==> src/rtl/multicycle_alu_if.sv <==
`default_nettype none
// +----------------------------------------------------------------------+
// | multicycle_alu_if: request/result bundle for the multi-cycle ALU      |
// | Revision: 1.0                                                         |
// +----------------------------------------------------------------------+
interface multicycle_alu_if #(
  parameter int DATA_WIDTH = 32
);
  logic                  start;
  logic [3:0]            ALUOperation;
  logic [DATA_WIDTH-1:0] A;
  logic [DATA_WIDTH-1:0] B;
  logic [4:0]            shamt;
  logic                  busy;
  logic                  done;
  logic [DATA_WIDTH-1:0] ALUResult;
  logic                  Zero;
  logic                  Invalid;

  modport master (
    output start, ALUOperation, A, B, shamt,
    input  busy, done, ALUResult, Zero, Invalid
  );

  modport slave (
    input  start, ALUOperation, A, B, shamt,
    output busy, done, ALUResult, Zero, Invalid
  );
endinterface
`default_nettype wire

==> src/rtl/multicycle_alu.sv <==
`default_nettype none
// +----------------------------------------------------------------------+
// | multicycle_alu: one-cycle logic/arith ops, bit-serial SLL/SRL         |
// | Revision: 1.0                                                         |
// +----------------------------------------------------------------------+
module multicycle_alu #(
  parameter int DATA_WIDTH = 32
) (
  input  wire logic        clk,
  input  wire logic        reset,
  multicycle_alu_if.slave  bus
);
  localparam logic [0:0] IDLE  = 1'b0;
  localparam logic [0:0] SHIFT = 1'b1;
  localparam int         HALF  = DATA_WIDTH / 2;

  localparam logic [3:0] OP_AND = 4'b0000;
  localparam logic [3:0] OP_OR  = 4'b0001;
  localparam logic [3:0] OP_NOR = 4'b0010;
  localparam logic [3:0] OP_ADD = 4'b0011;
  localparam logic [3:0] OP_SUB = 4'b0100;
  localparam logic [3:0] OP_LUI = 4'b0101;
  localparam logic [3:0] OP_SLL = 4'b0110;
  localparam logic [3:0] OP_SRL = 4'b0111;

  logic [0:0]            state;
  logic [DATA_WIDTH-1:0] shift_reg;
  logic [4:0]            count;
  logic                  shift_left;
  logic [DATA_WIDTH-1:0] result;
  logic                  zero;
  logic                  invalid;
  logic                  done;

  logic [DATA_WIDTH-1:0] comb_result;
  logic                  comb_invalid;
  logic [DATA_WIDTH-1:0] shift_next;
  logic                  is_shift;
  logic                  go_serial;

  assign is_shift  = (bus.ALUOperation == OP_SLL) || (bus.ALUOperation == OP_SRL);
  assign go_serial = is_shift && (bus.shamt != 5'd0);

  // Shift codes only reach this path with shamt == 0, where the result is B.
  always_comb begin
    comb_result  = '0;
    comb_invalid = 1'b0;
    case (bus.ALUOperation)
      OP_AND:  comb_result = bus.A & bus.B;
      OP_OR:   comb_result = bus.A | bus.B;
      OP_NOR:  comb_result = ~(bus.A | bus.B);
      OP_ADD:  comb_result = bus.A + bus.B;
      OP_SUB:  comb_result = bus.A - bus.B;
      OP_LUI:  comb_result = {bus.B[HALF-1:0], {HALF{1'b0}}};
      OP_SLL:  comb_result = bus.B << bus.shamt;
      OP_SRL:  comb_result = bus.B >> bus.shamt;
      default: comb_invalid = 1'b1;
    endcase
  end

  assign shift_next = shift_left ? {shift_reg[DATA_WIDTH-2:0], 1'b0}
                                 : {1'b0, shift_reg[DATA_WIDTH-1:1]};

  always_ff @(posedge clk) begin
    if (reset) begin
      state      <= IDLE;
      shift_reg  <= '0;
      count      <= 5'd0;
      shift_left <= 1'b0;
      result     <= '0;
      zero       <= 1'b1;
      invalid    <= 1'b0;
      done       <= 1'b0;
    end else begin
      done <= 1'b0;
      case (state)
        IDLE: begin
          if (bus.start) begin
            if (go_serial) begin
              shift_reg  <= bus.B;
              count      <= bus.shamt;
              shift_left <= (bus.ALUOperation == OP_SLL);
              state      <= SHIFT;
            end else begin
              result  <= comb_result;
              zero    <= (comb_result == '0);
              invalid <= comb_invalid;
              done    <= 1'b1;
            end
          end
        end
        SHIFT: begin
          shift_reg <= shift_next;
          count     <= count - 5'd1;
          // The edge that takes the counter from 1 to 0 retires the shift.
          if (count == 5'd1) begin
            result  <= shift_next;
            zero    <= (shift_next == '0);
            invalid <= 1'b0;
            done    <= 1'b1;
            state   <= IDLE;
          end
        end
        default: state <= IDLE;
      endcase
    end
  end

  assign bus.busy      = (state == SHIFT);
  assign bus.done      = done;
  assign bus.ALUResult = result;
  assign bus.Zero      = zero;
  assign bus.Invalid   = invalid;
endmodule
`default_nettype wire

==> src/flat_wrapper.sv <==
// flat-port wrapper written by rule: the top's interface ports become plain ports
module multicycle_alu_flat 
#(
  parameter int DATA_WIDTH = 32
)
  (clk, reset, bus_start, bus_ALUOperation, bus_A, bus_B, bus_shamt, bus_busy, bus_done, bus_ALUResult, bus_Zero, bus_Invalid);
  multicycle_alu_if #(.DATA_WIDTH(DATA_WIDTH)) bus_i ();
  input  wire logic clk;
  input  wire logic reset;
  input wire logic [$bits(bus_i.start)-1:0] bus_start;
  input wire logic [$bits(bus_i.ALUOperation)-1:0] bus_ALUOperation;
  input wire logic [$bits(bus_i.A)-1:0] bus_A;
  input wire logic [$bits(bus_i.B)-1:0] bus_B;
  input wire logic [$bits(bus_i.shamt)-1:0] bus_shamt;
  output wire logic [$bits(bus_i.busy)-1:0] bus_busy;
  output wire logic [$bits(bus_i.done)-1:0] bus_done;
  output wire logic [$bits(bus_i.ALUResult)-1:0] bus_ALUResult;
  output wire logic [$bits(bus_i.Zero)-1:0] bus_Zero;
  output wire logic [$bits(bus_i.Invalid)-1:0] bus_Invalid;
  assign bus_i.start = bus_start;
  assign bus_i.ALUOperation = bus_ALUOperation;
  assign bus_i.A = bus_A;
  assign bus_i.B = bus_B;
  assign bus_i.shamt = bus_shamt;
  assign bus_busy = bus_i.busy;
  assign bus_done = bus_i.done;
  assign bus_ALUResult = bus_i.ALUResult;
  assign bus_Zero = bus_i.Zero;
  assign bus_Invalid = bus_i.Invalid;
  multicycle_alu #(.DATA_WIDTH(DATA_WIDTH)) u_core (.clk(clk), .reset(reset), .bus(bus_i));
endmodule
==> config.mk <==
export PLATFORM = sky130hd
export DESIGN_NAME = multicycle_alu_flat
export DESIGN_NICKNAME = d
export VERILOG_FILES = /design/src/rtl/multicycle_alu_if.sv /design/src/rtl/multicycle_alu.sv /design/src/flat_wrapper.sv
export SDC_FILE = /design/constraint.sdc
export NUM_CORES = 1
export LEC_CHECK = 0
export CAP_MARGIN = 25
export CELL_PAD_IN_SITES_DETAIL_PLACEMENT = 0
export CELL_PAD_IN_SITES_GLOBAL_PLACEMENT = 1
export CORE_MARGIN = 2
export CORE_UTILIZATION = 40
export CTS_CLUSTER_SIZE = 28
export DETAILED_ROUTE_END_ITERATION = 8
export GPL_TIMING_DRIVEN = 0
export PLACE_DENSITY = 0.8
export SLEW_MARGIN = 15
export SYNTH_ARGS = -nofsm -noshare
export SYNTH_HDL_FRONTEND = slang
export SYNTH_SLANG_ARGS = --single-unit
==> constraint.sdc <==
create_clock -name clk -period 5.4 [get_ports clk]
set_clock_uncertainty 0.2 [all_clocks]
set_input_delay 0.81 -clock clk [delete_from_list [all_inputs] [get_ports clk]]
set_output_delay 0.81 -clock clk [all_outputs]
set_load 0.1 [all_outputs]
# Yosys cells after proc, flatten, opt, wreduce, memory -nomap -nowiden
# Index checks and enable logic that the tools add are counted.
[classes]
n_addsub = 3
n_eq_ne = 12
shift = 2
n_mux = 29
n_bitwise = 4
n_reduce_logical = 10
[op_table]
columns = ["cell", "n"]
rows = [
  ["$pmux W32 S8", 1],
  ["$mux W32", 6],
  ["$pmux W32 S2", 2],
  ["$logic_not A32 Y1", 2],
  ["$add A32 B32 Y32", 1],
  ["$and A32 B32 Y32", 1],
  ["$not A32 Y32", 1],
  ["$or A32 B32 Y32", 1],
  ["$shl A32 B5 Y32", 1],
  ["$shr A32 B5 Y32", 1],
  ["$sub A32 B32 Y32", 1],
  ["$eq A4 B3 Y1 const B", 4],
  ["$mux W1", 13],
  ["$mux W5", 2],
  ["$pmux W5 S2", 1],
  ["$eq A4 B2 Y1 const B", 2],
  ["$pmux W1 S2", 4],
  ["$reduce_or A8 Y1", 1],
  ["$ne A2 B2 Y1 const B", 3],
  ["$reduce_and A3 Y1", 2],
  ["$eq A5 B1 Y1 const B", 1],
  ["$reduce_bool A5 Y1", 1],
  ["$sub A5 B1 Y5 const B", 1],
  ["$eq A4 B1 Y1 const B", 1],
  ["6 further kinds", 6],
]
[word_totals]
regBits = 74
out_inout_bits = 36
wordCells = 68

# Logic depth before layout (Yosys ltp)
# Gate-level depths: netlist of the first run.
[logic_depth]
word_depth = 7
depth_mapped = 22
mapped_depth_nobuf = 20

# Worst setup path after synthesis of the first run
# OpenSTA, ideal clock, no wires.
[synth_path]
kind = "in2reg"
start = "input port bus_ALUOperation[1]"
end = "register u_core.zero, in the netlist u_core.bus.Zero"
setup_ps = 84
arrival_ps = 4774
slack_ps = 342
stages = 16
path_cell_list = "clkbuf_1 -> nor4b_1 -> clkbuf_1 -> nor2_1 -> xnor2_1 -> ha_1 -> nand2b_1 -> a211o_1 -> a2111oi_4 -> o21ai_2 -> a2111oi_4 -> or2_1 -> nor2_1 -> a211o_1 -> or3_1 -> o31ai_2"
[synth_via]
elab_chain_cells = 6
elab_cells_between_ends = 17
cone_classes = "8 x eq/ne; 4 x mux; 5 x reduce/logical"
[synth_lines]
columns = ["item", "line", "text"]
rows = [
  ["from (decl)", "flat_wrapper.sv:11", "input wire logic [$bits(bus_i.ALUOperation)-1:0] bus_ALUOperation;"],
  ["$eq A4 B3 Y1, or another cell as far along", "multicycle_alu.sv:41, multicycle_alu.sv:48", ""],
  ["$pmux W32 S8", "multicycle_alu.sv:48", "case (bus.ALUOperation)"],
  ["$logic_not A32 Y1", "multicycle_alu.sv:86", "zero <= (comb_result == '0);"],
  ["$mux W1", "multicycle_alu.sv:79", "if (go_serial) begin"],
  ["$mux W1", "multicycle_alu.sv:78", "if (bus.start) begin"],
  ["$pmux W1 S2", "multicycle_alu.sv:76", "case (state)"],
  ["to (signal assigned)", "multicycle_alu.sv:86", ""],
  ["to (signal assigned)", "multicycle_alu.sv:98", "zero <= (shift_next == '0);"],
  ["to (decl)", "multicycle_alu.sv:31", "logic zero;"],
]
# Several ways; a longest one is shown, not always the timed one. The select of a mux whose other input is x is not followed.
# A chain may end at the register's enable or synchronous reset.

# Worst setup path in the final report of the first run
[layout_path]
start = "input port bus_B[4]"
end = "register u_core.zero, in the netlist u_core.bus.Zero"
[layout_via]
elab_chain_cells = 7
elab_cells_between_ends = 12
cone_classes = "2 x add/sub; 2 x shift; 4 x mux; 3 x bitwise; 1 x reduce/logical"
[layout_lines]
columns = ["item", "line", "text"]
rows = [
  ["from (decl)", "flat_wrapper.sv:13", "input wire logic [$bits(bus_i.B)-1:0] bus_B;"],
  ["parallel branches: the longest is 2 deep, another holds $sub A32 B32 Y32", "--", ""],
  ["$pmux W32 S8 (*)", "multicycle_alu.sv:48", ""],
  ["$logic_not A32 Y1 (*)", "multicycle_alu.sv:86", ""],
  ["$mux W1 (*)", "multicycle_alu.sv:79", ""],
  ["$mux W1 (*)", "multicycle_alu.sv:78", ""],
  ["$pmux W1 S2 (*)", "multicycle_alu.sv:76", ""],
]
# Mark *: on every way between the ends. The select of a mux whose other input is x is not followed.

==> flow_summary.json, run 1 <==
{
  "synth-compound-area-share_pct": 27.9,
  "cp_slowest_cell": "or4_4",
  "netlist_area_um2": 11600,
  "yosysUniqueCellTypes": 89,
  "ys_async_sr_fraction_pct": 0,
  "dr.pass1.iters": 7,
  "synth_edf_count": 0,
  "synthFlopType": "dfxtp_1",
  "outcome": "finished clean",
  "syn_nets": 1700,
  "finalSetupTns_ps": 0,
  "post-route-util_pct": 48.3,
  "cts_hold_buf": 0,
  "ys_ff_latch": 74,
  "final_layout_size_suffix_gt1_share_pct": 12.2,
  "arrival_ps": 5450,
  "ir_drop_uv": 162,
  "synthSimpleGateAreaFrac_pct": 24.7,
  "crit_fanout": 10,
  "cts_buffers": 9,
  "crit_chain": "clkdlybuf4s50_1 > clkbuf_4 > or4_4 > nor2_4 > nand2_2 > o31a_1 > xnor2_1 > ha_1 > a21oi_1 > o21a_1 > o21ai_0 > a221oi_1 > nand3_1 > or3b_4 > nor4_4 > nand4_1 > o31ai_2",
  "rsz0062_at_grt": "yes",
  "synthMuxAreaShare_pct": 17.8,
  "clock-root-buffer": "clkbuf_16",
  "core_area_um2": 28600,
  "slowest_delay_ps": 580,
  "wire_per_inst_um": 32.1,
  "final_common_cell": "nand2_1",
  "worstPathRequired_ps": 5460,
  "synth_cells": 1587,
  "drt_wl_total_um": 67200,
  "grt_pass1_wl_um": 95800,
  "hold_path_class": "flip-flop to flip-flop",
  "vias": 14700,
  "fp-row-count": 62,
  "port_buffers": 102,
  "cts.sinks": 74,
  "synth_area_per_cell_um2": 7.30,
  "antenna_found_initial": 3,
  "die_x_um": 174,
  "holdWs_ps": 248,
  "drc": 0,
  "cap_violations": 0,
  "dpl.hpwl_um": 52900,
  "fin_nets": 1812,
  "antenna_left": 0,
  "synth_top_family_by_area": "compound AO/OA/AOI/OAI gates",
  "p_per_area_nw_per_um2": 203,
  "die_height_um": 174,
  "start_util_pct": 40.5,
  "io_pins": 112,
  "ys_warn_count": 0,
  "fmax_mhz": 185,
  "routed_via_density": 7.03,
  "gp_congestion": 1.12,
  "hold_viol": 0,
  "setup_viol": 0,
  "max_slew_margin_pct": 25.7,
  "period_needed_ps": 5400,
  "grt_max_degree": 13,
  "area_growth_pct": 19.4,
  "clk_latency_ps": 340,
  "dieArea_um2": 30300,
  "yosys.area_share.xor_xnor_pct": 3.54,
  "track_usage_pct": 43.0,
  "drtIter0Drc": 2137,
  "p_leak_nw": 4.91,
  "cts.htree.levels": 3,
  "synth_fa_ha_area_share_pct": 6.39,
  "clk_pin_slew_worst_paths_ps": 60,
  "final-max-slew-violation-count": 0,
  "path_class": "input pin to flip-flop",
  "timing.final.crit_share_pct": 99.9,
  "overflow": 0,
  "critPathLaunchType": "input pin",
  "first_global_vias": 13600,
  "tightest_slew_ps": 1110,
  "endpoint_kind": "flip-flop",
  "clock_path_buffers": 2,
  "layout_common_cells": "nand2_1, nor2_1, a21oi_1",
  "cts_tree": "done",
  "ys_seq_area_share_pct": 12.8
}
==> logic make-up after synthesis <==
| family | after synthesis |
|---|---|
| AO/OA/AOI/OAI | 468 |
| XOR/XNOR | 46 |
| adder cells (fa/ha/maj) | 64 |
| buffers and inverters | 184 |
| flip-flops | 74 |
| multiplexers | 154 |
| AND/OR/NAND/NOR | 597 |
==> worst max-delay path: cells and delay by family <==
kind,cells,cell delay (ps)
buffers and inverters,2,780
adders and majority gates,1,380
xor gates and xnor gates,1,140
and+or+nand+nor,7,1900
AOI/OAI and AO/OA,6,1430
==> path summary, 6_finish.rpt <==
| kind | start | cells past startpoint | endpoint | slack (ps) |
|---|---|---|---|---|
| worst min-delay path | u_core.bus.ALUResult[10] | 2 | u_core.bus.ALUResult[10] | 250 |
| worst max register to register | u_core.bus.busy | 11 | u_core.bus.Zero | 1660 |
| worst max-delay path | bus_B[4] | 17 | u_core.bus.Zero | 3 |
| worst min register to register | u_core.bus.ALUResult[10] | 2 | u_core.bus.ALUResult[10] | 250 |
==> cell usage after synthesis, drive strengths merged, types with 31 or more instances <==
cell type  count  area (um2)
o21ai         57         289
clkbuf       123         463
nand2        228         858
dfxtp         74        1480
o211ai        39         293
buf           38         240
a31oi         31         194
nand2b        34         213
nor3          40         200
nor2         130         488
mux4          40         901
ha            36         450
a21oi        124         621
mux2i         93         931
==> per-layer routing <==
metal | vias to the layer above | share of wire (%) | track usage, % | routed length, um
li1 | 6199 | - | - | -
met1 | 7102 | 40 | 57.1 | 26700
met2 | 1144 | 41 | 62.0 | 27400
met3 | 246 | 12 | 10.8 | 8100
met4 | 0 | 7.4 | 27.1 | 5000
met5 | - | 0 | 0 | 0
==> per-stage QoR <==
stage	setup WS, ps	instance area (um2)	power (mW)	instances
after detailed placement	-1430	13100	1.99	2075
after global routing	-108	13800	2.89	2088
after floorplan	342	11600	1.49	1587
after CTS	2.11	13700	2.72	2088
final	2.86	13800	2.81	2091
after global placement	-1780	13100	1.99	2073
==> power by group <==
group	switching (mW)	leakage (nW)	internal [mW]
clock network	0.235	0.172	0.475
registers	0.0288	0.603	0.579
logic	1.00	4.13	0.493
total	1.27	4.91	1.55
==> final cells by class <==
class,instances,area [um2]
Antenna cell,4,10.0
Buffer,148,696
Clock buffer,11,253
Clock inverter,4,98.8
Fill cell,2889,14800
Inverter,23,86.3
Multi-Input combinational cell,1329,9640
Sequential cell,74,1480
Tap cell,384,480
Timing Repair Buffer,114,1100
==> timing repair <==
| action | CTS | global route |
|---|---|---|
| pin swaps | 7 | 5 |
| buffers inserted | 8 | 2 |
| setup endpoints to repair | 25 | 10 |
| resized for setup | 54 | 52 |
Power figures use the tool's default switching activity.
==> inputs of run 2 (changes only) <==
--- a/config.mk
+++ b/config.mk
@@ -9,12 +9,11 @@
 export CELL_PAD_IN_SITES_DETAIL_PLACEMENT = 0
 export CELL_PAD_IN_SITES_GLOBAL_PLACEMENT = 1
 export CORE_MARGIN = 2
-export CORE_UTILIZATION = 40
+export CORE_UTILIZATION = 44
 export CTS_CLUSTER_SIZE = 28
 export DETAILED_ROUTE_END_ITERATION = 8
 export GPL_TIMING_DRIVEN = 0
-export PLACE_DENSITY = 0.8
-export SLEW_MARGIN = 15
+export PLACE_DENSITY = 0.83
 export SYNTH_ARGS = -nofsm -noshare
 export SYNTH_HDL_FRONTEND = slang
 export SYNTH_SLANG_ARGS = --single-unit
==> constraint.sdc (replaced) <==
create_clock -name clk -period 6.1 [get_ports clk]
set_clock_uncertainty 0.2 [all_clocks]
set_input_delay 0.915 -clock clk [delete_from_list [all_inputs] [get_ports clk]]
set_output_delay 0.915 -clock clk [all_outputs]
set_load 0.1 [all_outputs]
==> run 2 against run 1 <==
  * Via count rose by 0.70%
  * Sequential share of layout area rose by 0.28 points
  * Clock-buffer cell count fell by 1
  * Register-to-register slack improved by 610 ps
  * Clock power fell by 19%
  * Critical endpoint unchanged
  * Largest cell class unchanged
  * Largest power group unchanged
==> flow_summary.json, run 2 (synthesis results as in run 1) <==
{
  "cts.htree.levels": 3,
  "clk_latency_ps": 340,
  "outcome": "finished clean",
  "finalSetupTns_ps": 0,
  "critPathLaunchType": "input pin",
  "antenna_left": 0,
  "dpl.hpwl_um": 50800,
  "fin_nets": 1816,
  "ir_drop_uv": 265,
  "setup_viol": 0,
  "fmax_mhz": 168,
  "die_height_um": 166,
  "arrival_ps": 6020,
  "clock_path_buffers": 2,
  "hold_viol": 0,
  "grt_pass1_wl_um": 94000,
  "min-delay-start": "u_core.bus.ALUResult[28]",
  "final_layout_size_suffix_gt1_share_pct": 9.37,
  "final-max-slew-violation-count": 0,
  "cts.sinks": 74,
  "path_class": "input pin to flip-flop",
  "cts_buffers": 9,
  "area_growth_pct": 16.4,
  "io_pins": 112,
  "endpoint_kind": "flip-flop",
  "startpoint": "bus_ALUOperation[2]",
  "fill_cells": 2584,
  "rsz0062_at_grt": "no",
  "timing.final.crit_share_pct": 97.7,
  "core_area_um2": 26000,
  "overflow": 0,
  "routed_via_density": 7.23,
  "cap_violations": 0,
  "dieArea_um2": 27600,
  "crit_fanout": 10,
  "clock-root-buffer": "clkbuf_16",
  "die_x_um": 166,
  "p_per_area_nw_per_um2": 178,
  "hold_path_class": "flip-flop to flip-flop",
  "vias": 14800,
  "period_needed_ps": 5960,
  "tightest_slew_ps": 1230,
  "final_common_cell": "nand2_1",
  "antenna_found_initial": 4,
  "gp_congestion": 1.11,
  "fp-row-count": 59,
  "start_util_pct": 44.6,
  "layout_common_cells": "nand2_1, nor2_1, a21oi_1",
  "port_buffers": 102,
  "r2r_start": "u_core.bus.busy",
  "max_slew_margin_pct": 18.0,
  "p_total_mw": 2.40,
  "drc": 0,
  "cts_tree": "done",
  "track_usage_pct": 45.6,
  "clk_pin_slew_worst_paths_ps": 60,
  "dr.pass1.iters": 6,
  "drtIter0Drc": 2584,
  "cts_hold_buf": 0,
  "first_global_vias": 13700,
  "p_leak_nw": 4.79,
  "wire_per_inst_um": 31.9,
  "drt_wl_total_um": 65300,
  "grt_max_degree": 14,
  "worstPathRequired_ps": 6160
}
run 2: cell count changes in the layout (fill, tap and decap cells not counted), sizes merged, moves of 2 or more:
cell / previous run / this run
clkbuf: 123 / 127
buf: 50 / 46
clkdlybuf4s50: 94 / 100
dlygate4sd2: 4 / 2
dlymetal6s2s: 2 / 0
run 2: power by group:
group / internal (mW) / leakage, nW / switching [mW] / total [mW]
sequential: 0.512 / 0.603 / 0.0254 / 0.538
combinational: 0.414 / 4.03 / 0.872 / 1.29
clock: 0.360 / 0.153 / 0.219 / 0.578
total: 1.29 / 4.79 / 1.12 / 2.40
run 2: repair_timing:
action / 4_1_cts / 5_1_grt
resized for setup: 9 / 24
buffers inserted: 0 / 2
endpoints found under the setup margin: 10 / 9
pin swaps: 0 / 1
cloned: 0 / 0
run 2: final cells by class:
cell class / instances / area [um2] / share of cell area (%)
Buffer: 156 / 692 / 5.13
Clock inverter: 6 / 90.1 / 0.668
Tap cell: 335 / 419 / 3.11
Multi-Input combinational cell: 1329 / 9400 / 69.7
Antenna cell: 3 / 7.51 / 0.0557
Timing Repair Buffer: 110 / 1090 / 8.06
Sequential cell: 74 / 1480 / 11.0
Inverter: 23 / 86.3 / 0.640
Clock buffer: 10 / 229 / 1.70
run 2: critical path: stages:
cell	delay [ps]
clkdlybuf4s50_1	610
or4b_1	450
clkbuf_1	280
clkbuf_2	300
a21o_1	250
fa_1	400
nand2b_1	180
a211o_1	370
a2111oi_4	440
o21ai_2	170
a2111oi_4	480
o21ai_0	130
a31o_1	290
nor4_1	360
nand4_1	160
o31ai_2	220
run 2: final timing paths:
path	endpoint	slack (ps)	depth (start not counted)
worst max-delay path	u_core.bus.Zero	140	16
worst min-delay path	u_core.bus.ALUResult[28]	250	2
worst max register to register	u_core.bus.Zero	2270	11
worst min register to register	u_core.bus.ALUResult[28]	250	2
run 2: metrics by stage:
stage               area, um2  hold WS (ps)  std cells  setup WS (ps)  util (%)
finish                  13500           249       2046            143      51.9
global route            13500           264       2043           8.83      51.9
CTS                     13400           252       2043           7.23      51.6
detailed placement      13000           243       2027           -769      50.2
global placement        13000           240       2024          -1060      50.1
floorplan               11600           258       1587            937         -
run 2: metal layers:
layer	track usage, %	up-vias	share of wire (%)
met1	60.8	7037	38
met4	25.6	2	7.5
met3	12.3	266	14
met2	66.8	1289	41
li1	-	6200	-
met5	0	-	0.020
